**src/rtl/clk_rst_pkg.sv**
```systemverilog
// Shared types and helpers for the clock/reset housekeeping block.
package clk_rst_pkg;

    typedef enum logic [1:0] {
        ST_WAIT_LOCK   = 2'd0,
        ST_LOCK_FILTER = 2'd1,
        ST_RST_HOLD    = 2'd2,
        ST_RUN         = 2'd3
    } state_e;

    // Counter width able to hold the larger of two hold times.
    function automatic int cnt_width(input int a, input int b);
        int m;
        m = (a > b) ? a : b;
        return $clog2(m + 1);
    endfunction

endpackage

```
**src/rtl/clk_rst_ctrl_ce_div.sv**
```systemverilog
// Single-channel clock-enable divider, restarted on RUN entry or align.
module ce_div
    import clk_rst_pkg::*;
#(
    parameter int DIV_W = 8
) (
    input  logic             clk,
    input  logic             resetn,
    input  logic             run_i,
    input  logic             active_i,
    input  logic             align_i,
    input  logic [DIV_W-1:0] div_i,
    output logic             ce_o
);

    logic [DIV_W-1:0] div_q;
    logic [DIV_W-1:0] div_d;
    logic [DIV_W-1:0] nat;
    logic [DIV_W-1:0] last;
    logic             ce_q;
    logic             ce_d;

    always_comb begin
        last  = div_i - DIV_W'(1);
        nat   = (div_q == last) ? '0 : div_q + DIV_W'(1);
        div_d = nat;
        if (!run_i || !active_i || align_i) begin
            div_d = '0;
        end
        // A pulse due on the align edge is still issued.
        ce_d = run_i && ((div_d == last) ||
                         (active_i && align_i && nat == last));
    end

    always_ff @(posedge clk) begin
        if (!resetn) begin
            div_q <= '0;
            ce_q  <= 1'b0;
        end else begin
            div_q <= div_d;
            ce_q  <= ce_d;
        end
    end

    assign ce_o = ce_q;

endmodule

```
**src/rtl/clk_rst_ctrl.sv**
```systemverilog
// Lock synchroniser/filter, reset sequencer, clock-enable strobes
// and loss-of-lock counter for the PLL clock domain.
module clk_rst_ctrl
    import clk_rst_pkg::*;
#(
    parameter int                     NUM_CE    = 2,
    parameter int                     DIV_W     = 8,
    parameter logic [NUM_CE*DIV_W-1:0] CE_DIVS  = {8'd16, 8'd2},
    parameter int                     LOCK_HOLD = 1024,
    parameter int                     RST_HOLD  = 16,
    parameter int                     LOSS_W    = 8
) (
    input  logic              clk,
    input  logic              resetn,
    input  logic              pll_locked,
    input  logic              ce_align,
    output logic              rst_out_n,
    output logic              ready,
    output logic [NUM_CE-1:0] ce,
    output logic [LOSS_W-1:0] loss_count
);

    localparam int CNT_W = cnt_width(LOCK_HOLD, RST_HOLD);

    state_e            state_q;
    state_e            state_d;
    logic [CNT_W-1:0]  cnt_q;
    logic [CNT_W-1:0]  cnt_d;
    logic              sync1_q;
    logic              lock_s;
    logic              run_q;
    logic [LOSS_W-1:0] loss_q;
    logic [LOSS_W-1:0] loss_d;
    logic              run_d;
    logic              active;

    // Two-flop synchroniser; the only consumer of raw pll_locked.
    always_ff @(posedge clk) begin
        if (!resetn) begin
            sync1_q <= 1'b0;
            lock_s  <= 1'b0;
        end else begin
            sync1_q <= pll_locked;
            lock_s  <= sync1_q;
        end
    end

    always_comb begin
        state_d = state_q;
        cnt_d   = cnt_q;
        unique case (state_q)
            ST_WAIT_LOCK: begin
                if (lock_s) begin
                    state_d = ST_LOCK_FILTER;
                    cnt_d   = '0;
                end
            end
            ST_LOCK_FILTER: begin
                if (!lock_s) begin
                    state_d = ST_WAIT_LOCK;
                    cnt_d   = '0;
                end else if (cnt_q == CNT_W'(LOCK_HOLD - 1)) begin
                    state_d = ST_RST_HOLD;
                    cnt_d   = '0;
                end else begin
                    cnt_d = cnt_q + CNT_W'(1);
                end
            end
            ST_RST_HOLD: begin
                if (!lock_s) begin
                    state_d = ST_WAIT_LOCK;
                    cnt_d   = '0;
                end else if (cnt_q == CNT_W'(RST_HOLD - 1)) begin
                    state_d = ST_RUN;
                    cnt_d   = '0;
                end else begin
                    cnt_d = cnt_q + CNT_W'(1);
                end
            end
            ST_RUN: begin
                if (!lock_s) begin
                    state_d = ST_WAIT_LOCK;
                    cnt_d   = '0;
                end
            end
            default: begin
                state_d = ST_WAIT_LOCK;
                cnt_d   = '0;
            end
        endcase
    end

    always_comb begin
        loss_d = loss_q;
        if (state_q == ST_RUN && !lock_s && loss_q != '1) begin
            loss_d = loss_q + LOSS_W'(1);
        end
    end

    assign run_d  = (state_d == ST_RUN);
    assign active = (state_q == ST_RUN);

    always_ff @(posedge clk) begin
        if (!resetn) begin
            state_q <= ST_WAIT_LOCK;
            cnt_q   <= '0;
            run_q   <= 1'b0;
            loss_q  <= '0;
        end else begin
            state_q <= state_d;
            cnt_q   <= cnt_d;
            run_q   <= run_d;
            loss_q  <= loss_d;
        end
    end

    assign rst_out_n  = run_q;
    assign ready      = run_q;
    assign loss_count = loss_q;

    for (genvar i = 0; i < NUM_CE; i++) begin : g_ce
        if (CE_DIVS[i*DIV_W +: DIV_W] == '0) begin : g_bad
            $error("clk_rst_ctrl: CE_DIVS entry must be non-zero");
        end
        ce_div #(
            .DIV_W(DIV_W)
        ) u_div (
            .clk     (clk),
            .resetn  (resetn),
            .run_i   (run_d),
            .active_i(active),
            .align_i (ce_align),
            .div_i   (CE_DIVS[i*DIV_W +: DIV_W]),
            .ce_o    (ce[i])
        );
    end

endmodule
```
**config.mk**
```make
export PLATFORM = sky130hd
export DESIGN_NAME = clk_rst_ctrl
export DESIGN_NICKNAME = d
export VERILOG_FILES = /design/src/rtl/clk_rst_pkg.sv /design/src/rtl/clk_rst_ctrl_ce_div.sv /design/src/rtl/clk_rst_ctrl.sv
export SDC_FILE = /design/constraint.sdc
export NUM_CORES = 1
export LEC_CHECK = 0
export BUFFER_PORTS_ARGS = -buffer_cell sky130_fd_sc_hd__buf_2
export CAP_MARGIN = 20
export CORE_MARGIN = 5
export CORE_UTILIZATION = 35
export DETAILED_ROUTE_END_ITERATION = 7
export PLACE_DENSITY = 0.57
export SYNTH_ARGS = -nofsm -noshare
export SYNTH_HDL_FRONTEND = slang
export SYNTH_HIERARCHICAL = 1
export SYNTH_SLANG_ARGS = --single-unit
```
**constraint.sdc**
```tcl
create_clock -name clk -period 3.7 [get_ports clk]
set_clock_uncertainty 0.2 [all_clocks]
set_input_delay 0.37 -clock clk [delete_from_list [all_inputs] [get_ports clk]]
set_output_delay 0.37 -clock clk [all_outputs]
set_load 0.02 [all_outputs]
```
==> flow_metrics.tcl <==
set metrics [dict create \
    slew_viol_final 0 \
    path_cells "inv_1, ha_1, inv_1, nor4_4, nor3_1, or3_4, nor2b_2, nand2_1, a211oi_1, or4b_1, nor3_1, a32o_1" \
    setup_viol 0 \
    netlist_area_um2 3456 \
    total_power_w 0.001040 \
    r2r-start "state_q[0]$_SDFF_PN0_" \
    routabilityCongestion 0.8665 \
    relSlewSlack_pct 53.62 \
    grt_max_degree 21 \
    cp-startpoint "state_q[0]$_SDFF_PN0_" \
    wire_per_inst_um 11.86 \
    syn_avg_cell_area_um2 8.000 \
    crit_path_end_kind "flip-flop" \
    synth_cell_type_count 74 \
    grt_pass1_wl_mm 13.24 \
    start_util_pct 35.68 \
    async_flop_share_pct 0 \
    required_ns 3.74 \
    crit_family "simple AND/OR/NAND/NOR gates" \
    vias_per_cell 4.848 \
    synth_edf_count 0 \
    pwr-share-clk_pct 43.1 \
    max-vdd-ir-drop_mv 0.1976 \
    drt_iter0_drc 177 \
    wirelength_mm 7.576 \
    cts_resized 0 \
    crit_path_max_incr_delay_ns 0.48 \
    tns_ns 0 \
    antenna_found_initial 0 \
    p_comb_share_pct 13.2 \
    fp.dieW_um 109.4 \
    path_buf_inv 2 \
    cts_max_level 2 \
    slowest_stage "or4b_1" \
    start_kind "flip-flop" \
    fp.dieH_um 109.4 \
    die-area_um2 11960 \
    yosysWarnings 6 \
    ant_nets 0 \
    dpl.hpwl_mm 5.928 \
    pre_cts_ws_ns 0.4297 \
    crit_end "g_ce[1].u_div/ce_o$_SDFF_PN0_" \
    cts_setup_buffers 0 \
    finalCritPeriodShare_pct 91.09 \
    synthCells 432 \
    crit_arrival_ns 3.42 \
    cts_buffer_depth 2 \
    path_class "flip-flop to flip-flop" \
    cts_num_sinks 42 \
    min_path_type "input port to flip-flop" \
    switching_share_pct 25.10 \
    dr.pass1.iters 4 \
    io_pins 16 \
    ys.flop_type "dfxtp_1" \
    cts_inserted_buffers 5 \
    nFillCells 989 \
    fp-row-count 36 \
    num_vias 3098 \
    hold_viol 0 \
    ys_ff_latch 42 \
    rr_worst_depth 12 \
    max-cap-violations 0 \
    power_density_nw_per_um2 259.8 \
    whs_ns 0.07473 \
    r2r-end "g_ce[1].u_div/ce_o$_SDFF_PN0_" \
    final_common_cell "conb_1" \
    p_int_w 0.0007793 \
    finalCriticalPeriod_ns 3.370 \
    fin_area_um2 4005 \
    mostFrequentLayoutCells "conb_1, nand2_1, dfxtp_1" \
    core_area_um2 9684 \
    drc 0 \
    p_sw_w 0.0002611 \
    p_leak_nw 1.559 \
    layout.nets 520 \
    drive_gt1_share_pct 10.28 \
    setup_ws_ns 0.3296 \
    area_growth_syn_to_layout_pct 15.89 \
    grt_pass1_vias 2848 \
    tightest_slew_ns 0.6884 \
    grt_use_total_pct 13.60 \
    fmax_ghz 0.2967 \
    cp.depth 12 \
    cts_hold_buffers 0 \
    grt.overflow.total 0 \
    seqPwrFrac_pct 43.7 \
    antenna_cells 0 \
    synth-seq-area-share_pct 24.33 \
    path_clk_slew_ns 0.09 \
    portBuffers 15 \
    status "finished clean" \
    r2r_slack_ns 0.33 \
    grt_setup_unrepaired "no" \
    root_buffer "clkbuf_8" \
    path_max_fanout 5 \
    clock_latency_ns 0.30 \
    cts_tree "built" \
    place_area_um2 3867 \
]
## synthesized netlist by cell type (all sizes together), types with 6 or more instances
| master | count | area [um^2] |
|---|---|---|
| nand2 | 44 | 165.2 |
| or3 | 8 | 65.06 |
| nor4 | 6 | 82.58 |
| nor2 | 42 | 160.2 |
| nand3 | 22 | 122.6 |
| o22ai | 7 | 50.05 |
| nor3 | 12 | 65.06 |
| xor2 | 26 | 235.2 |
| inv | 18 | 67.56 |
| nand4 | 10 | 62.56 |
| nand3b | 7 | 52.55 |
| a31oi | 6 | 37.54 |
| and2 | 10 | 65.06 |
| a21oi | 17 | 85.08 |
| dfxtp | 42 | 840.8 |
| ha | 11 | 137.6 |
| xnor2 | 30 | 285.3 |
| and3 | 14 | 87.58 |
| buf | 9 | 58.80 |
| o21ai | 16 | 80.08 |
## through the flow
stage	std cells	util (%)
after global placement	631	39.94
final	639	41.36
after CTS	639	41.36
after global routing	639	41.36
after floorplan	496	-
after detailed placement	631	39.94
## cell type report
type,count,area (um^2),share of cell area (%)
multi-input cells,422,2710,67.67
well taps,133,166.4,4.155
flip-flops and latches,42,840.8,20.99
clock inverters,3,68.82,1.718
repair buffers,16,82.58,2.062
clock buffers,5,68.82,1.718
inverters,18,67.56,1.687
## registers in the layout (all words and copies together) (netlist names)
name / cells
loss_count: 8
g_ce.u_div/ce_o: 2
state_q: 2
ready: 1
lock_s: 1
cnt_q: 11
g_ce.u_div/div_q: 16
sync1_q: 1
## layer usage
metal	routed length (um)	track usage, %	vias up
met5	0	0	-
met4	109	3.740	0
met3	212	2.231	15
met2	3612	23.10	46
met1	3642	17.81	1399
li1	-	-	1638
## worst min-delay path by stage
stage | end | slack [ns] | from | cells after the start
after floorplan | lock_s$_SDFF_PN0_ | 0.21 | sync1_q$_SDFF_PN0_ | 1
after detailed placement | lock_s$_SDFF_PN0_ | 0.23 | sync1_q$_SDFF_PN0_ | 1
after global placement | lock_s$_SDFF_PN0_ | 0.23 | sync1_q$_SDFF_PN0_ | 1
after global routing | sync1_q$_SDFF_PN0_ | 0.06 | pll_locked | 2
after CTS | sync1_q$_SDFF_PN0_ | 0.06 | pll_locked | 2
final | sync1_q$_SDFF_PN0_ | 0.07 | pll_locked | 2
## worst register-to-register path, delay by kind of cell, from the launching register on
family / cells / cell delay [ns]
adders and majority gates: 1 / 0.28
AOI/OAI and AO/OA: 2 / 0.39
buffers and inverters: 2 / 0.25
and+or+nand+nor: 7 / 1.85
DFF: 1 / 0.36
## power groups by stage
stage | logic, W | registers (W) | clock network [W]
floorplan | 0.000117 | 0.000465 | 0
global placement | 0.000126 | 0.000466 | 0
detailed placement | 0.000126 | 0.000466 | 0
CTS | 0.000126 | 0.000455 | 0.000463
global route | 0.000157 | 0.000455 | 0.000479
finish | 0.000137 | 0.000455 | 0.000448
## logic make-up after synthesis
group | synth area share, %
xor gates and xnor gates | 16.40
adders and majority gates | 3.983
muxes | 0.6155
other | 0.2173
AOI/OAI and AO/OA | 17.34
and+or+nand+nor | 32.91
buffers and inverters | 4.200
DFF | 24.33
No activity file was read; power rests on OpenSTA's default activity.
